## config.mk

```make
export PLATFORM = sky130hd
export DESIGN_NAME = load_store_unit
export DESIGN_NICKNAME = d
export VERILOG_FILES = /design/src/rtl/load_store_unit_pkg.sv /design/src/rtl/lsu_align.sv /design/src/rtl/load_store_unit.sv
export SDC_FILE = /design/constraint.sdc
export NUM_CORES = 1
export LEC_CHECK = 0
export BUFFER_PORTS_ARGS = -buffer_cell sky130_fd_sc_hd__buf_4
export CAP_MARGIN = 10
export CORE_UTILIZATION = 45
export DETAILED_ROUTE_END_ITERATION = 8
export PLACE_DENSITY_LB_ADDON = 0.2
export SETUP_SLACK_MARGIN = 0.3
export SLEW_MARGIN = 25
export SYNTH_ARGS = -nofsm -noshare
export SYNTH_HDL_FRONTEND = slang
export SYNTH_SLANG_ARGS = --single-unit
```

## constraint.sdc

```tcl
create_clock -name clk -period 4.4 [get_ports clk]
set_input_delay 0.22 -clock clk [delete_from_list [all_inputs] [get_ports clk]]
set_output_delay 0.22 -clock clk [all_outputs]
set_load 0.05 [all_outputs]
```

## src/rtl/load_store_unit_pkg.sv

```systemverilog
// -----------------------------------------------------------------------------
// load_store_unit_pkg
// Shared definitions for the RV32E load/store unit:
//   - lsu_state_t : FSM state encoding (IDLE, BUS, RESP)
//   - LOAD/STORE funct3 constants, also used by the control unit
//   - funct3_legal(): whether a funct3 is a valid LOAD or STORE width
// Optional feature macro used by the unit: LSU_ALIGN_CHECK_EN
// -----------------------------------------------------------------------------
package load_store_unit_pkg;

    typedef enum logic [1:0] {
        IDLE = 2'd0,
        BUS  = 2'd1,
        RESP = 2'd2
    } lsu_state_t;

    // LOAD funct3
    localparam logic [2:0] F3_LB  = 3'b000;
    localparam logic [2:0] F3_LH  = 3'b001;
    localparam logic [2:0] F3_LW  = 3'b010;
    localparam logic [2:0] F3_LBU = 3'b100;
    localparam logic [2:0] F3_LHU = 3'b101;

    // STORE funct3
    localparam logic [2:0] F3_SB  = 3'b000;
    localparam logic [2:0] F3_SH  = 3'b001;
    localparam logic [2:0] F3_SW  = 3'b010;

    function automatic logic funct3_legal(input logic we, input logic [2:0] f3);
        if (we)
            return (f3 == F3_SB) || (f3 == F3_SH) || (f3 == F3_SW);
        else
            return (f3 == F3_LB) || (f3 == F3_LH) || (f3 == F3_LW) ||
                   (f3 == F3_LBU) || (f3 == F3_LHU);
    endfunction

endpackage

```

## src/rtl/lsu_align.sv

```systemverilog
// -----------------------------------------------------------------------------
// lsu_align
// Combinational lane logic for the load/store unit.
//   Store side : byte strobes and lane-replicated write data.
//   Load side  : lane extraction with sign/zero extension.
//   err        : illegal funct3, or (with LSU_ALIGN_CHECK_EN) misalignment.
// Ports:
//   we          in  1  : 1 = store, 0 = load
//   funct3      in  3  : access width / signedness
//   addr_lo     in  2  : byte offset within the word
//   store_data  in  32 : rs2 value
//   load_word   in  32 : word read from memory
//   wstrb       out 4  : byte-lane enables for the store
//   store_lanes out 32 : replicated store data
//   load_data   out 32 : extracted and extended load value
//   err         out 1  : access cannot be performed
// Macro: LSU_ALIGN_CHECK_EN enables misalignment errors.
// -----------------------------------------------------------------------------
module lsu_align
    import load_store_unit_pkg::*;
(
    input  logic        we,
    input  logic [2:0]  funct3,
    input  logic [1:0]  addr_lo,
    input  logic [31:0] store_data,
    input  logic [31:0] load_word,
    output logic [3:0]  wstrb,
    output logic [31:0] store_lanes,
    output logic [31:0] load_data,
    output logic        err
);

    logic [7:0]  byte_sel;
    logic [15:0] half_sel;
    logic        misaligned;

    // Lane selects equivalent to shifting right by 8*addr[1:0] / 16*addr[1]
    always_comb begin
        case (addr_lo)
            2'd0:    byte_sel = load_word[7:0];
            2'd1:    byte_sel = load_word[15:8];
            2'd2:    byte_sel = load_word[23:16];
            default: byte_sel = load_word[31:24];
        endcase
        half_sel = addr_lo[1] ? load_word[31:16] : load_word[15:0];
    end

    always_comb begin
        wstrb       = 4'b0000;
        store_lanes = 32'd0;
        load_data   = 32'd0;
        case (funct3[1:0])
            2'b00: begin
                wstrb       = 4'b0001 << addr_lo;
                store_lanes = {4{store_data[7:0]}};
                load_data   = funct3[2] ? {24'd0, byte_sel}
                                        : {{24{byte_sel[7]}}, byte_sel};
            end
            2'b01: begin
                // addr[0] is ignored for lane choice; only addr[1] picks the half
                wstrb       = 4'b0011 << {addr_lo[1], 1'b0};
                store_lanes = {2{store_data[15:0]}};
                load_data   = funct3[2] ? {16'd0, half_sel}
                                        : {{16{half_sel[15]}}, half_sel};
            end
            2'b10: begin
                wstrb       = 4'b1111;
                store_lanes = store_data;
                load_data   = load_word;
            end
            default: begin
                wstrb       = 4'b0000;
                store_lanes = 32'd0;
                load_data   = 32'd0;
            end
        endcase
    end

`ifdef LSU_ALIGN_CHECK_EN
    assign misaligned = ((funct3[1:0] == 2'b01) && addr_lo[0]) ||
                        ((funct3[1:0] == 2'b10) && (addr_lo != 2'b00));
`else
    assign misaligned = 1'b0;
`endif

    assign err = !funct3_legal(we, funct3) || misaligned;

endmodule

```

## src/rtl/load_store_unit.sv

```systemverilog
// -----------------------------------------------------------------------------
// load_store_unit
// RV32E load/store unit: accepts one LOAD/STORE at a time, performs a single
// valid/ready transaction on the data-memory bus, and returns extended data.
// Ports:
//   clk, rst                   : clock, synchronous active-high reset
//   req_valid/req_ready        : request handshake from execute
//   req_we, req_funct3         : store flag and access width
//   req_addr, req_wdata        : effective address, rs2 value
//   resp_valid/resp_rdata/err  : one-cycle completion pulse and result
//   mem_valid/mem_ready        : data-memory bus handshake
//   mem_we/addr/wstrb/wdata    : bus write controls (word-aligned address)
//   mem_rdata                  : read word, valid with mem_ready
// Macro: LSU_ALIGN_CHECK_EN (misaligned half/word accesses raise resp_err).
// -----------------------------------------------------------------------------
module load_store_unit
    import load_store_unit_pkg::*;
#(
    parameter int ADDR_WIDTH = 32
) (
    input  logic                  clk,
    input  logic                  rst,
    input  logic                  req_valid,
    output logic                  req_ready,
    input  logic                  req_we,
    input  logic [2:0]            req_funct3,
    input  logic [ADDR_WIDTH-1:0] req_addr,
    input  logic [31:0]           req_wdata,
    output logic                  resp_valid,
    output logic [31:0]           resp_rdata,
    output logic                  resp_err,
    output logic                  mem_valid,
    input  logic                  mem_ready,
    output logic                  mem_we,
    output logic [ADDR_WIDTH-1:0] mem_addr,
    output logic [3:0]            mem_wstrb,
    output logic [31:0]           mem_wdata,
    input  logic [31:0]           mem_rdata
);

    lsu_state_t            state_reg, state_next;
    logic                  we_reg, we_next;
    logic [2:0]            funct3_reg, funct3_next;
    logic [1:0]            addr_lo_reg, addr_lo_next;
    logic                  mem_valid_reg, mem_valid_next;
    logic                  mem_we_reg, mem_we_next;
    logic [ADDR_WIDTH-1:0] mem_addr_reg, mem_addr_next;
    logic [3:0]            mem_wstrb_reg, mem_wstrb_next;
    logic [31:0]           mem_wdata_reg, mem_wdata_next;
    logic                  resp_valid_reg, resp_valid_next;
    logic                  resp_err_reg, resp_err_next;
    logic [31:0]           resp_rdata_reg, resp_rdata_next;

    // The single lane unit sees the live request while idle and the latched
    // request afterwards, so it serves both store setup and load extraction.
    logic                  al_we;
    logic [2:0]            al_funct3;
    logic [1:0]            al_addr_lo;
    logic [3:0]            al_wstrb;
    logic [31:0]           al_store_lanes;
    logic [31:0]           al_load_data;
    logic                  al_err;

    assign al_we      = (state_reg == IDLE) ? req_we        : we_reg;
    assign al_funct3  = (state_reg == IDLE) ? req_funct3    : funct3_reg;
    assign al_addr_lo = (state_reg == IDLE) ? req_addr[1:0] : addr_lo_reg;

    lsu_align u_align (
        .we          (al_we),
        .funct3      (al_funct3),
        .addr_lo     (al_addr_lo),
        .store_data  (req_wdata),
        .load_word   (mem_rdata),
        .wstrb       (al_wstrb),
        .store_lanes (al_store_lanes),
        .load_data   (al_load_data),
        .err         (al_err)
    );

    assign req_ready = (state_reg == IDLE) && !rst;

    always_comb begin
        state_next      = state_reg;
        we_next         = we_reg;
        funct3_next     = funct3_reg;
        addr_lo_next    = addr_lo_reg;
        mem_valid_next  = mem_valid_reg;
        mem_we_next     = mem_we_reg;
        mem_addr_next   = mem_addr_reg;
        mem_wstrb_next  = mem_wstrb_reg;
        mem_wdata_next  = mem_wdata_reg;
        resp_valid_next = 1'b0;
        resp_err_next   = 1'b0;
        resp_rdata_next = resp_rdata_reg;

        case (state_reg)
            IDLE: begin
                if (req_valid) begin
                    we_next      = req_we;
                    funct3_next  = req_funct3;
                    addr_lo_next = req_addr[1:0];
                    if (al_err) begin
                        state_next      = RESP;
                        resp_valid_next = 1'b1;
                        resp_err_next   = 1'b1;
                        resp_rdata_next = 32'd0;
                    end else begin
                        state_next     = BUS;
                        mem_valid_next = 1'b1;
                        mem_we_next    = req_we;
                        mem_addr_next  = {req_addr[ADDR_WIDTH-1:2], 2'b00};
                        mem_wstrb_next = req_we ? al_wstrb : 4'b0000;
                        mem_wdata_next = req_we ? al_store_lanes : 32'd0;
                    end
                end
            end
            BUS: begin
                // mem_* hold their registered values until the bus accepts
                if (mem_ready) begin
                    state_next      = RESP;
                    mem_valid_next  = 1'b0;
                    mem_we_next     = 1'b0;
                    mem_wstrb_next  = 4'b0000;
                    resp_valid_next = 1'b1;
                    resp_rdata_next = we_reg ? 32'd0 : al_load_data;
                end
            end
            RESP: begin
                state_next      = IDLE;
                resp_rdata_next = 32'd0;
            end
            default: begin
                state_next = IDLE;
            end
        endcase
    end

    always_ff @(posedge clk) begin
        if (rst) begin
            state_reg      <= IDLE;
            we_reg         <= 1'b0;
            funct3_reg     <= 3'd0;
            addr_lo_reg    <= 2'd0;
            mem_valid_reg  <= 1'b0;
            mem_we_reg     <= 1'b0;
            mem_addr_reg   <= '0;
            mem_wstrb_reg  <= 4'd0;
            mem_wdata_reg  <= 32'd0;
            resp_valid_reg <= 1'b0;
            resp_err_reg   <= 1'b0;
            resp_rdata_reg <= 32'd0;
        end else begin
            state_reg      <= state_next;
            we_reg         <= we_next;
            funct3_reg     <= funct3_next;
            addr_lo_reg    <= addr_lo_next;
            mem_valid_reg  <= mem_valid_next;
            mem_we_reg     <= mem_we_next;
            mem_addr_reg   <= mem_addr_next;
            mem_wstrb_reg  <= mem_wstrb_next;
            mem_wdata_reg  <= mem_wdata_next;
            resp_valid_reg <= resp_valid_next;
            resp_err_reg   <= resp_err_next;
            resp_rdata_reg <= resp_rdata_next;
        end
    end

    assign mem_valid  = mem_valid_reg;
    assign mem_we     = mem_we_reg;
    assign mem_addr   = mem_addr_reg;
    assign mem_wstrb  = mem_wstrb_reg;
    assign mem_wdata  = mem_wdata_reg;
    assign resp_valid = resp_valid_reg;
    assign resp_err   = resp_err_reg;
    assign resp_rdata = resp_rdata_reg;

endmodule

```

# [Word-level counts from Yosys, hierarchy flattened]
# Cells that the tools add are included.
[classes] eq_ne=14 muxes=37 shift=2 n_bitwise=1 reduce_logical=18
[ops] cell="32-bit case mux with 3 select lines" n=3
[ops] cell="32-bit two-way mux" n=7
[ops] cell="8-bit case mux with 3 select lines" n=1
[ops] cell="16-bit two-way mux" n=1
[ops] cell="4-bit two-way mux" n=4
[ops] cell="4-bit case mux with 3 select lines" n=1
[ops] cell="1-bit two-way mux" n=10
[ops] cell="2-bit two-way mux" n=4
[ops] cell="4-bit case mux with 2 select lines" n=1
[ops] cell="4-bit AND reduction" n=2
[ops] cell="2-bit by 1-bit equality test with 1-bit output (second input constant)" n=3
[ops] cell="2-bit equality test (second input constant)" n=3
[ops] cell="3-bit equality test (second input constant)" n=2
[ops] cell="2-bit zero test" n=3
[ops] cell="2-bit != test (second input constant)" n=3
[ops] cell="1-bit case mux with 2 select lines" n=3
[ops] cell="1-bit logical OR" n=4
[ops] cell="2-bit case mux with 2 select lines" n=1
[ops] cell="2-bit AND reduction" n=2
[ops] cell="1-bit by 2-bit left shift with 4-bit output (first input constant)" n=1
[ops] cell="2-bit by 2-bit left shift with 4-bit output (first input constant)" n=1
[ops] cell="3-bit by 1-bit equality test with 1-bit output (second input constant)" n=1
[ops] cell="3-bit by 2-bit equality test with 1-bit output (second input constant)" n=1
[ops] cell="3-bit zero test" n=1
[ops] cell="other kinds (9)" n=9
[totals] register_bits=110 in_bits=104 word_cells=84 output_inout_bits=105

# [Depth between registers and ports, before layout]
# Gate-level depths: netlist (run 1).
[logic_depth] word_depth=11 ltp_mapped=9 depth_no_buf=5

# [By module]
# From an unflattened synthesis (run 1), not the netlist that was laid out.
[unflattened] hier_cells=631 area_unflattened_um2=5439.0
[by_module_without_submodules] mod="load_store_unit" n_inst=1 cells_per_inst=424 seq_area_each_um2=2202.1 area_each_um2=3997.6
[by_module_without_submodules] mod="lsu_align" n_inst=1 cells_per_inst=207 seq_area_each_um2=0.0 area_each_um2=1441.4

# [Least setup slack after synthesis (run 1)]
# No wires, ideal clock.
[synth_timing] path_type="reg-to-reg" start="register state_reg[1]" end="register resp_rdata_reg[22] (netlist: resp_rdata[22])" t_arrival_ns=2.004 stages_incl_launch_ff=9 synth_period_minus_slack_ns=2.126 path_buffers=3 required_time_ns=4.278 slack_ns=2.274 setup_ns=0.122 cell_sequence="dfxtp_1 -> buf_2 -> or3b_1 -> and2_1 -> buf_6 -> a211oi_4 -> o31ai_4 -> buf_6 -> a221o_1"
[synth_via] elab_chain_len=10 word_cells_on_any_way=35 classes_between="13 x eq/ne; 12 x mux; 10 x reduce/logical"
[synth_lines] element="from (decl)" line_no="load_store_unit.sv:41" source="lsu_state_t state_reg, state_next;"
[synth_lines] element="from (signal assigned)" line_no="load_store_unit.sv:153" source="state_reg <= state_next;"
[synth_lines] element="parallel branches: the longest is 10 deep, another holds 32-bit two-way mux"
[synth_lines] element="to (signal assigned)" line_no="load_store_unit.sv:164" source="resp_rdata_reg <= resp_rdata_next;"
[synth_lines] element="to (decl)" line_no="load_store_unit.sv:52" source="logic [31:0] resp_rdata_reg, resp_rdata_next;"
# Parallel ways; which one is timed is not known. The select of a mux whose other input is x is not followed.
# A chain may end at the register's enable or synchronous reset.

# [Worst setup path after layout (run 1)]
[layout_timing] start="register state_reg[0]" end="register resp_rdata_reg[18] (netlist: resp_rdata[18])"
# Same word-level chain as after synthesis.

==> results of run 1 <==
[per-stage QoR]
step	cells	hold slack, ps	utilization, %
5_1_grt	841	35.4	63.6
2_1_floorplan	524	338	-
4_1_cts	841	39.2	63.5
6_report	841	40.5	63.6
3_5_place_dp	825	437	61.4
3_3_place_gp	825	434	61.4
[area by class of cell]
| class | instances | area (um2) | share of cell area [%] |
|---|---|---|---|
| multi-input combinational | 367 | 2370 | 36.2 |
| inverter | 3 | 11.3 | 0.172 |
| sequential | 110 | 2200 | 33.7 |
| clock inverter | 6 | 76.3 | 1.17 |
| clock buffer | 10 | 138 | 2.11 |
| timing repair buffer | 209 | 1570 | 24.0 |
| tap | 136 | 170 | 2.60 |
[worst max-delay path by stage]
stage / start / to / cells after the start
2_1_floorplan: state_reg[1] / resp_rdata[22] / 8
3_3_place_gp: state_reg[0] / mem_wstrb[2] / 4
3_5_place_dp: state_reg[0] / resp_rdata[29] / 5
4_1_cts: state_reg[0] / resp_rdata[18] / 5
5_1_grt: state_reg[0] / resp_rdata[23] / 5
6_report: state_reg[0] / resp_rdata[18] / 5
[cell usage after synthesis (all sizes together), types with 5 or more instances]
cell type  number
a211o          16
a21oi          46
a221o          16
a222oi          8
a22o           11
a22oi          24
and3            5
buf            16
clkbuf         28
dfxtp         110
mux2            9
mux2i          15
nand2          92
nand4b          5
nor2           26
nor3           12
o21ai          22
o22ai           7
[critical path, stage by stage, from the launching register on]
cell                       delay (ps)
sky130_fd_sc_hd__dfxtp_1          490
sky130_fd_sc_hd__or2_0            440
sky130_fd_sc_hd__a31oi_2          620
sky130_fd_sc_hd__o221ai_2         230
sky130_fd_sc_hd__o31ai_4          690
sky130_fd_sc_hd__a221o_1          200
[cell usage in the layout, fill, tap and decap left out, types with 3 or more instances in the layout]
master                     count
sky130_fd_sc_hd__buf_4       209
sky130_fd_sc_hd__dfxtp_1     110
sky130_fd_sc_hd__nand2_1      92
sky130_fd_sc_hd__a21oi_1      45
sky130_fd_sc_hd__a22oi_1      24
sky130_fd_sc_hd__nor2_1       23
sky130_fd_sc_hd__o21ai_0      21
sky130_fd_sc_hd__a211o_1      16
sky130_fd_sc_hd__a221o_1      16
sky130_fd_sc_hd__mux2i_1      15
sky130_fd_sc_hd__a22o_1       11
sky130_fd_sc_hd__nor3_1       11
sky130_fd_sc_hd__clkbuf_8     10
sky130_fd_sc_hd__mux2_2        9
sky130_fd_sc_hd__a222oi_1      8
sky130_fd_sc_hd__o22ai_1       7
sky130_fd_sc_hd__and3_1        5
sky130_fd_sc_hd__nand4b_1      5
sky130_fd_sc_hd__nor2_2        3
sky130_fd_sc_hd__inv_1         3
[power breakdown]
part	total (W)	internal, W	switching, W
sequential	0.00106	0.00103	0.0000289
clock	0.000647	0.000289	0.000358
combinational	0.000508	0.000191	0.000317
total	0.00222	0.00151	0.000704
[metal layers]
metal | global-route usage, % | vias to the layer above | wire length, um
li1 | - | 2280 | -
met1 | 32.4 | 2269 | 5990
met2 | 42.5 | 223 | 6470
met3 | 5.93 | 26 | 1200
met4 | 9.26 | 0 | 275
met5 | 0 | - | 0
[kinds of logic after synthesis]
| family | after synthesis |
|---|---|
| flops | 110 |
| compound gates | 172 |
| simple gates | 168 |
| xor+xnor | 1 |
| other cells | 1 |
| mux | 24 |
| buf+inv | 47 |
==> reports/results.md, run 1 <==
| Metric | Reported | Unit |
|:---|:---|:---|
| Row Count | 37 | - |
| Number of antenna cells inserted | 0 | - |
| Endpoint required time on the critical path | 4710 | ps |
| Post-synthesis share of cell area spent on full adders, half adders and majority gates | 0 | % |
| Final hold violations | 0 | - |
| Instance area at placement | 6310 | um2 |
| Total global-route track usage | 25.6 | % |
| Compound-cell area share of the yosys netlist | 26.9 | % |
| Category of the most critical setup path | reg2reg | - |
| Worst Hold Class | in2reg | - |
| Final TNS setup | 0 | ps |
| Post-synth cell types | 61 | - |
| Root buffer cell | sky130_fd_sc_hd__clkbuf_8 | - |
| Number of global-route vias before repair | 4639 | - |
| Setup repair after global routing missed its margin | no | - |
| Min-delay src | mem_rdata[14] | - |
| Count of flip-flops with a built-in enable after synthesis | 0 | - |
| Largest area contributor in the netlist | sky130_fd_sc_hd__dfxtp_1 | - |
| Clock Sinks | 110 | - |
| H-tree depth | 3 | - |
| # nets final | 804 | - |
| Total leakage power | 2.93 | nW |
| Endpoint of the lowest-slack register-to-register path | resp_rdata[18] | - |
| Routability Congestion | 0.859 | - |
| Clock network latency to the later pin of the worst-skew pair | 380 | ps |
| Fraction of synthesis flops using an asynchronous set or reset pin | 0 | % |
| IR Drop Worst-Case VDD | 178 | uV |
| Mean post-synth cell area | 9.09 | um2 |
| Setup skew after layout | 14.6 | ps |
| Post-CTS Setup Repair Bufs | 0 | - |
| Portion of synthesized cell area occupied by the leading cell type | 46.3 | % |
| Port Buffer Count | 206 | - |
| Post-synthesis xor/xnor area fraction | 0.184 | % |
| Die area | 11000 | um2 |
| Area overhead of the layout relative to synthesis | 37.5 | % |
| CTS Buffer Depth | 2 | - |
| Worst endpoint data arrival time | 3030 | ps |
| Max Cap Violations | 0 | - |
| Violation count after the first detailed-route iteration | 486 | - |
| Sort of element at the end of the critical path | register | - |
| Number of buffers inserted by hold repair at cts | 0 | - |
| Portion of the post-synthesis area used by sequential elements | 46.3 | % |
| Pin count of the biggest net entering global routing | 65 | - |
| P per Cell Area | 339 | nW/um2 |
| Routed vias | 4798 | - |
| Routed Antenna Nets | 0 | - |
| Final cell area excluding filler cells | 6540 | um2 |
| Wire length of the first global-routing pass | 22700 | um |
| Worst r2r src | state_reg[0] | - |
| Final Worst Setup Slack | 1680 | ps |
| Main combinational cell family by area after synthesis | compound AO/OA/AOI/OAI gates | - |
| Worst-path fanout max | 17 | - |
| Area fraction in and, or, nand and nor cells after synthesis | 16.7 | % |
| Initial cell density of the core | 46.2 | % |
| Detailed placement HPWL | 10100 | um |
| Share of post-route cells with drive strength above 1 | 35.9 | % |
| Cell depth of the worst flop-to-flop path | 5 | - |
| Share of cell area taken by muxes after synthesis | 5.29 | % |
| Number of max-slew violations in the final report | 0 | - |
| Number of placed I/O pins | 209 | - |
| Final count of negative-setup-slack endpoints | 0 | - |
| Total gr overflow | 0 | - |
| Fillers | 912 | - |
| Detailed-router iteration count before antenna repair | 6 | - |
| Reg2Reg Setup Slack | 1680 | ps |
| CTS tree | yes | - |
| Number of gates resized after CTS | 0 | - |
| Type of origin of the critical path | register | - |
| Yosys warning total | 0 | - |
| Main area contributors after synthesis | sky130_fd_sc_hd__dfxtp_1 (46%), sky130_fd_sc_hd__nand2_1 (7.3%), sky130_fd_sc_hd__a21oi_1 (4.8%) | - |
| Via density per instance | 5.71 | - |
| Ys flop type | sky130_fd_sc_hd__dfxtp_1 | - |
| Antenna violations before repair | 0 | - |
| Worst Hold Endpoint | resp_rdata[14] | - |
| Status | finished, final reports clean | - |
| Flops & latches, synth | 110 | - |
| DIE HEIGHT | 105 | um |
| Power after layout | 0.00222 | W |
| Core box area | 10300 | um2 |
| Die span in x | 105 | um |
| Fraction of the cycle the final worst path needs | 61.8 | % |
| Fmax achieved | 368 | MHz |
| Clock-pin slew on the worst setup and hold paths | 110 | ps |
| Minimum clock period | 2720 | ps |
| Min-Delay Path Depth | 2 | - |
| Number of buffers added by the clock tree synthesis step | 9 | - |
| Instance count of the mapped netlist | 523 | - |
| Worst relative slew slack | 44.4 | % |
| Placement Setup Slack | 1770 | ps |
| Cell area after technology mapping | 4750 | um2 |
| Average detailed-routed wire length per instance | 16.6 | um |
| Slew of the pin with the lowest slew margin | 834 | ps |
| DRC violation count after routing | 0 | - |
| Final routed wirelength across all metal layers | 13900 | um |
Note: power is estimated with default switching activity, not from simulation.
==> inputs of run 2 (changes only) <==
clock period = 2.6 ns   (was 4.4 ns; I/O delays follow)
==> run 2 against run 1 <==
Critical endpoint is now mem_wdata[28]. Clock power up 44%. Wire length up 6.0%. Critical path depth unchanged. Via count up 2.3%. Worst hold slack worse by 32 ps. Combinational power up 82%. Worst setup slack worse by 1300 ps.
==> reports/results.md, run 2 (synthesis results as in run 1) <==
| Metric | Reported | Unit | Delta |
|:---|:---|:---|:---|
| Clock-pin slew on the worst setup and hold paths | 110 | ps | about the same |
| Number of antenna cells inserted | 0 | - | unchanged |
| Cell depth of the worst flop-to-flop path | 5 | - | unchanged |
| Status | finished, final reports clean | - |  |
| Clock network latency to the later pin of the worst-skew pair | 370 | ps | about the same |
| Number of max-slew violations in the final report | 0 | - | unchanged |
| Port Buffer Count | 206 | - | unchanged |
| Final Worst Setup Slack | 409 | ps | -1270 ps |
| Category of the most critical setup path | reg2reg | - |  |
| Detailed placement HPWL | 10200 | um | +1.4% |
| Average detailed-routed wire length per instance | 16.6 | um | +0.20% |
| Area overhead of the layout relative to synthesis | 46.4 | % |  |
| Initial cell density of the core | 46.2 | % | unchanged |
| Commonest cells after routing, fill and taps aside | sky130_fd_sc_hd__buf_4 (221), sky130_fd_sc_hd__dfxtp_1 (108), sky130_fd_sc_hd__nand2_1 (92), sky130_fd_sc_hd__a21oi_1 (45), sky130_fd_sc_hd__dlygate4sd3_1 (36) | - |  |
| Via density per instance | 5.52 | - | -3.3% |
| Final TNS setup | 0 | ps | unchanged |
| Core box area | 10300 | um2 | unchanged |
| Critical path launch point | state_reg[1] | - |  |
| Row Count | 37 | - | unchanged |
| Fillers | 849 | - | -6.9% |
| # nets final | 853 | - | +6.1% |
| Number of buffers added by the clock tree synthesis step | 9 | - | unchanged |
| Fraction of the cycle the final worst path needs | 84.3 | % | +22 points |
| Clock Sinks | 110 | - | unchanged |
| Area of combinational cells with multiple inputs | 2360 | um2 | -0.37% |
| Antenna violations before repair | 0 | - | unchanged |
| Die span in x | 105 | um | unchanged |
| Final Util | 67.7 | % | +4.1 points |
| P per Cell Area | 525 | nW/um2 | +55% |
| Worst r2r src | state_reg[1] | - |  |
| Worst relative slew slack | 33.4 | % | -11 points |
| Slew of the pin with the lowest slew margin | 997 | ps | +162 ps |
| DRC violation count after routing | 0 | - | unchanged |
| DIE HEIGHT | 105 | um | unchanged |
| Total global-route track usage | 26.5 | % | +0.87 points |
| Type of origin of the critical path | register | - |  |
| Worst endpoint data arrival time | 2420 | ps | -610 ps |
| Final-layout worst hold slack | 8.70 | ps | -31.8 ps |
| Sort of element at the end of the critical path | register | - |  |
| Total gr overflow | 0 | - | unchanged |
| Placement Setup Slack | 114 | ps | -1660 ps |
| Fmax achieved | 456 | MHz | +24% |
| Most frequent standard cell in the layout excluding fill and tap cells | sky130_fd_sc_hd__buf_4 | - |  |
| Final hold violations | 0 | - | unchanged |
| Reg2Reg Setup Slack | 410 | ps | -1270 ps |
| FF/Latch Area | 2200 | um2 | +0.11% |
| Routed vias | 4910 | - | +2.3% |
| Final count of negative-setup-slack endpoints | 0 | - | unchanged |
| Routed Antenna Nets | 0 | - | unchanged |
| Routability Congestion | 0.891 | - | +3.7% |
| Detailed-router iteration count before antenna repair | 6 | - | unchanged |
| CTS tree | yes | - |  |
| Number of placed I/O pins | 209 | - | unchanged |
| Max Cap Violations | 0 | - | unchanged |
| Endpoint required time on the critical path | 2830 | ps | -1880 ps |
| Violation count after the first detailed-route iteration | 373 | - | -23% |
| H-tree depth | 3 | - | unchanged |
| Endpoint of the lowest-slack register-to-register path | mem_wdata[28] | - |  |
| Wire length of the first global-routing pass | 23400 | um | +3.0% |
| Pin count of the biggest net entering global routing | 64 | - | -1.5% |
| Worst-path fanout max | 16 | - | -1 |
| Die area | 11000 | um2 | unchanged |
| Total leakage power | 3.13 | nW | +6.8% |
| End point of the critical path | mem_wdata[28] | - |  |
| Final routed wirelength across all metal layers | 14800 | um | +6.0% |
| Setup repair after global routing missed its margin | no | - |  |
| Share of post-route cells with drive strength above 1 | 35.0 | % | -0.87 points |
| CTS Buffer Depth | 2 | - | unchanged |
| Minimum clock period | 2190 | ps | -527 ps |
| Number of global-route vias before repair | 4755 | - | +2.5% |
| IR Drop Worst-Case VDD | 352 | uV | +98% |
| Setup skew after layout | 10.5 | ps | -4.12 ps |
| Root buffer cell | sky130_fd_sc_hd__clkbuf_8 | - |  |
| Worst Hold Class | in2reg | - |  |
run 2: cell count changes in the layout (fill, tap and decap cells not counted), moves of 2 or more:
| cell | before | now |
|---|---|---|
| sky130_fd_sc_hd__dlygate4sd3_1 | 0 | 36 |
| sky130_fd_sc_hd__buf_4 | 209 | 221 |
| sky130_fd_sc_hd__clkinv_2 | 0 | 2 |
| sky130_fd_sc_hd__dfxtp_1 | 110 | 108 |
| sky130_fd_sc_hd__dfxtp_2 | 0 | 2 |
| sky130_fd_sc_hd__nor2_1 | 23 | 25 |
| sky130_fd_sc_hd__nor2_2 | 3 | 1 |
run 2: worst min path at each step:
stage,start,end,depth (start not counted)
CTS,req_addr[11],mem_addr[11],3
floorplan,mem_rdata[10],resp_rdata[10],1
global route,mem_rdata[29],resp_rdata[29],2
global placement,mem_rdata[11],resp_rdata[11],2
finish,req_addr[11],mem_addr[11],3
detailed placement,mem_rdata[3],resp_rdata[3],2
run 2: layer usage:
layer  wire length, um  global-route usage, %  up-vias
li1                  -                      -     2375
met1              6230                   33.5     2293
met2              7100                   44.0      210
met3              1120                   6.80       32
met4               325                   8.45        0
met5                 0                      0        -
run 2: report_power, final:
part	total, W	switching, W	internal [W]
logic	0.000926	0.000552	0.000374
registers	0.00179	0.0000474	0.00175
clock network	0.000934	0.000577	0.000357
total	0.00365	0.00118	0.00248
run 2: what timing repair did:
action                                 in CTS  in global routing
pin swaps                                   1                  0
setup endpoints to repair                  24                 39
setup buffers                               1                  0
gates resized for setup                     1                  2
hold buffers                               36                  0
endpoints found under the hold margin      36                  0
run 2: cell type report:
class	instances	area share [%]
multi-input cells	367	33.9
flip-flops and latches	110	31.7
repair buffers	258	29.3
well taps	136	2.45
clock buffers	10	1.83
clock inverters	6	0.647
inverters	3	0.162
run 2: critical path: stages, from the launching register on:
cell                       delay, ps
sky130_fd_sc_hd__dfxtp_2         410
sky130_fd_sc_hd__nor2_2          410
sky130_fd_sc_hd__mux2_2          510
sky130_fd_sc_hd__mux2_2          310
sky130_fd_sc_hd__a222oi_1        320
sky130_fd_sc_hd__nor3_1          100
run 2: through the flow:
stage               std cells  total power (W)  instance area [um2]
floorplan                 524          0.00237                 4760
global placement          837          0.00269                 6400
detailed placement        837          0.00270                 6400
CTS                       890          0.00367                 6960
global route              890          0.00383                 6960
finish                    890          0.00365                 6960
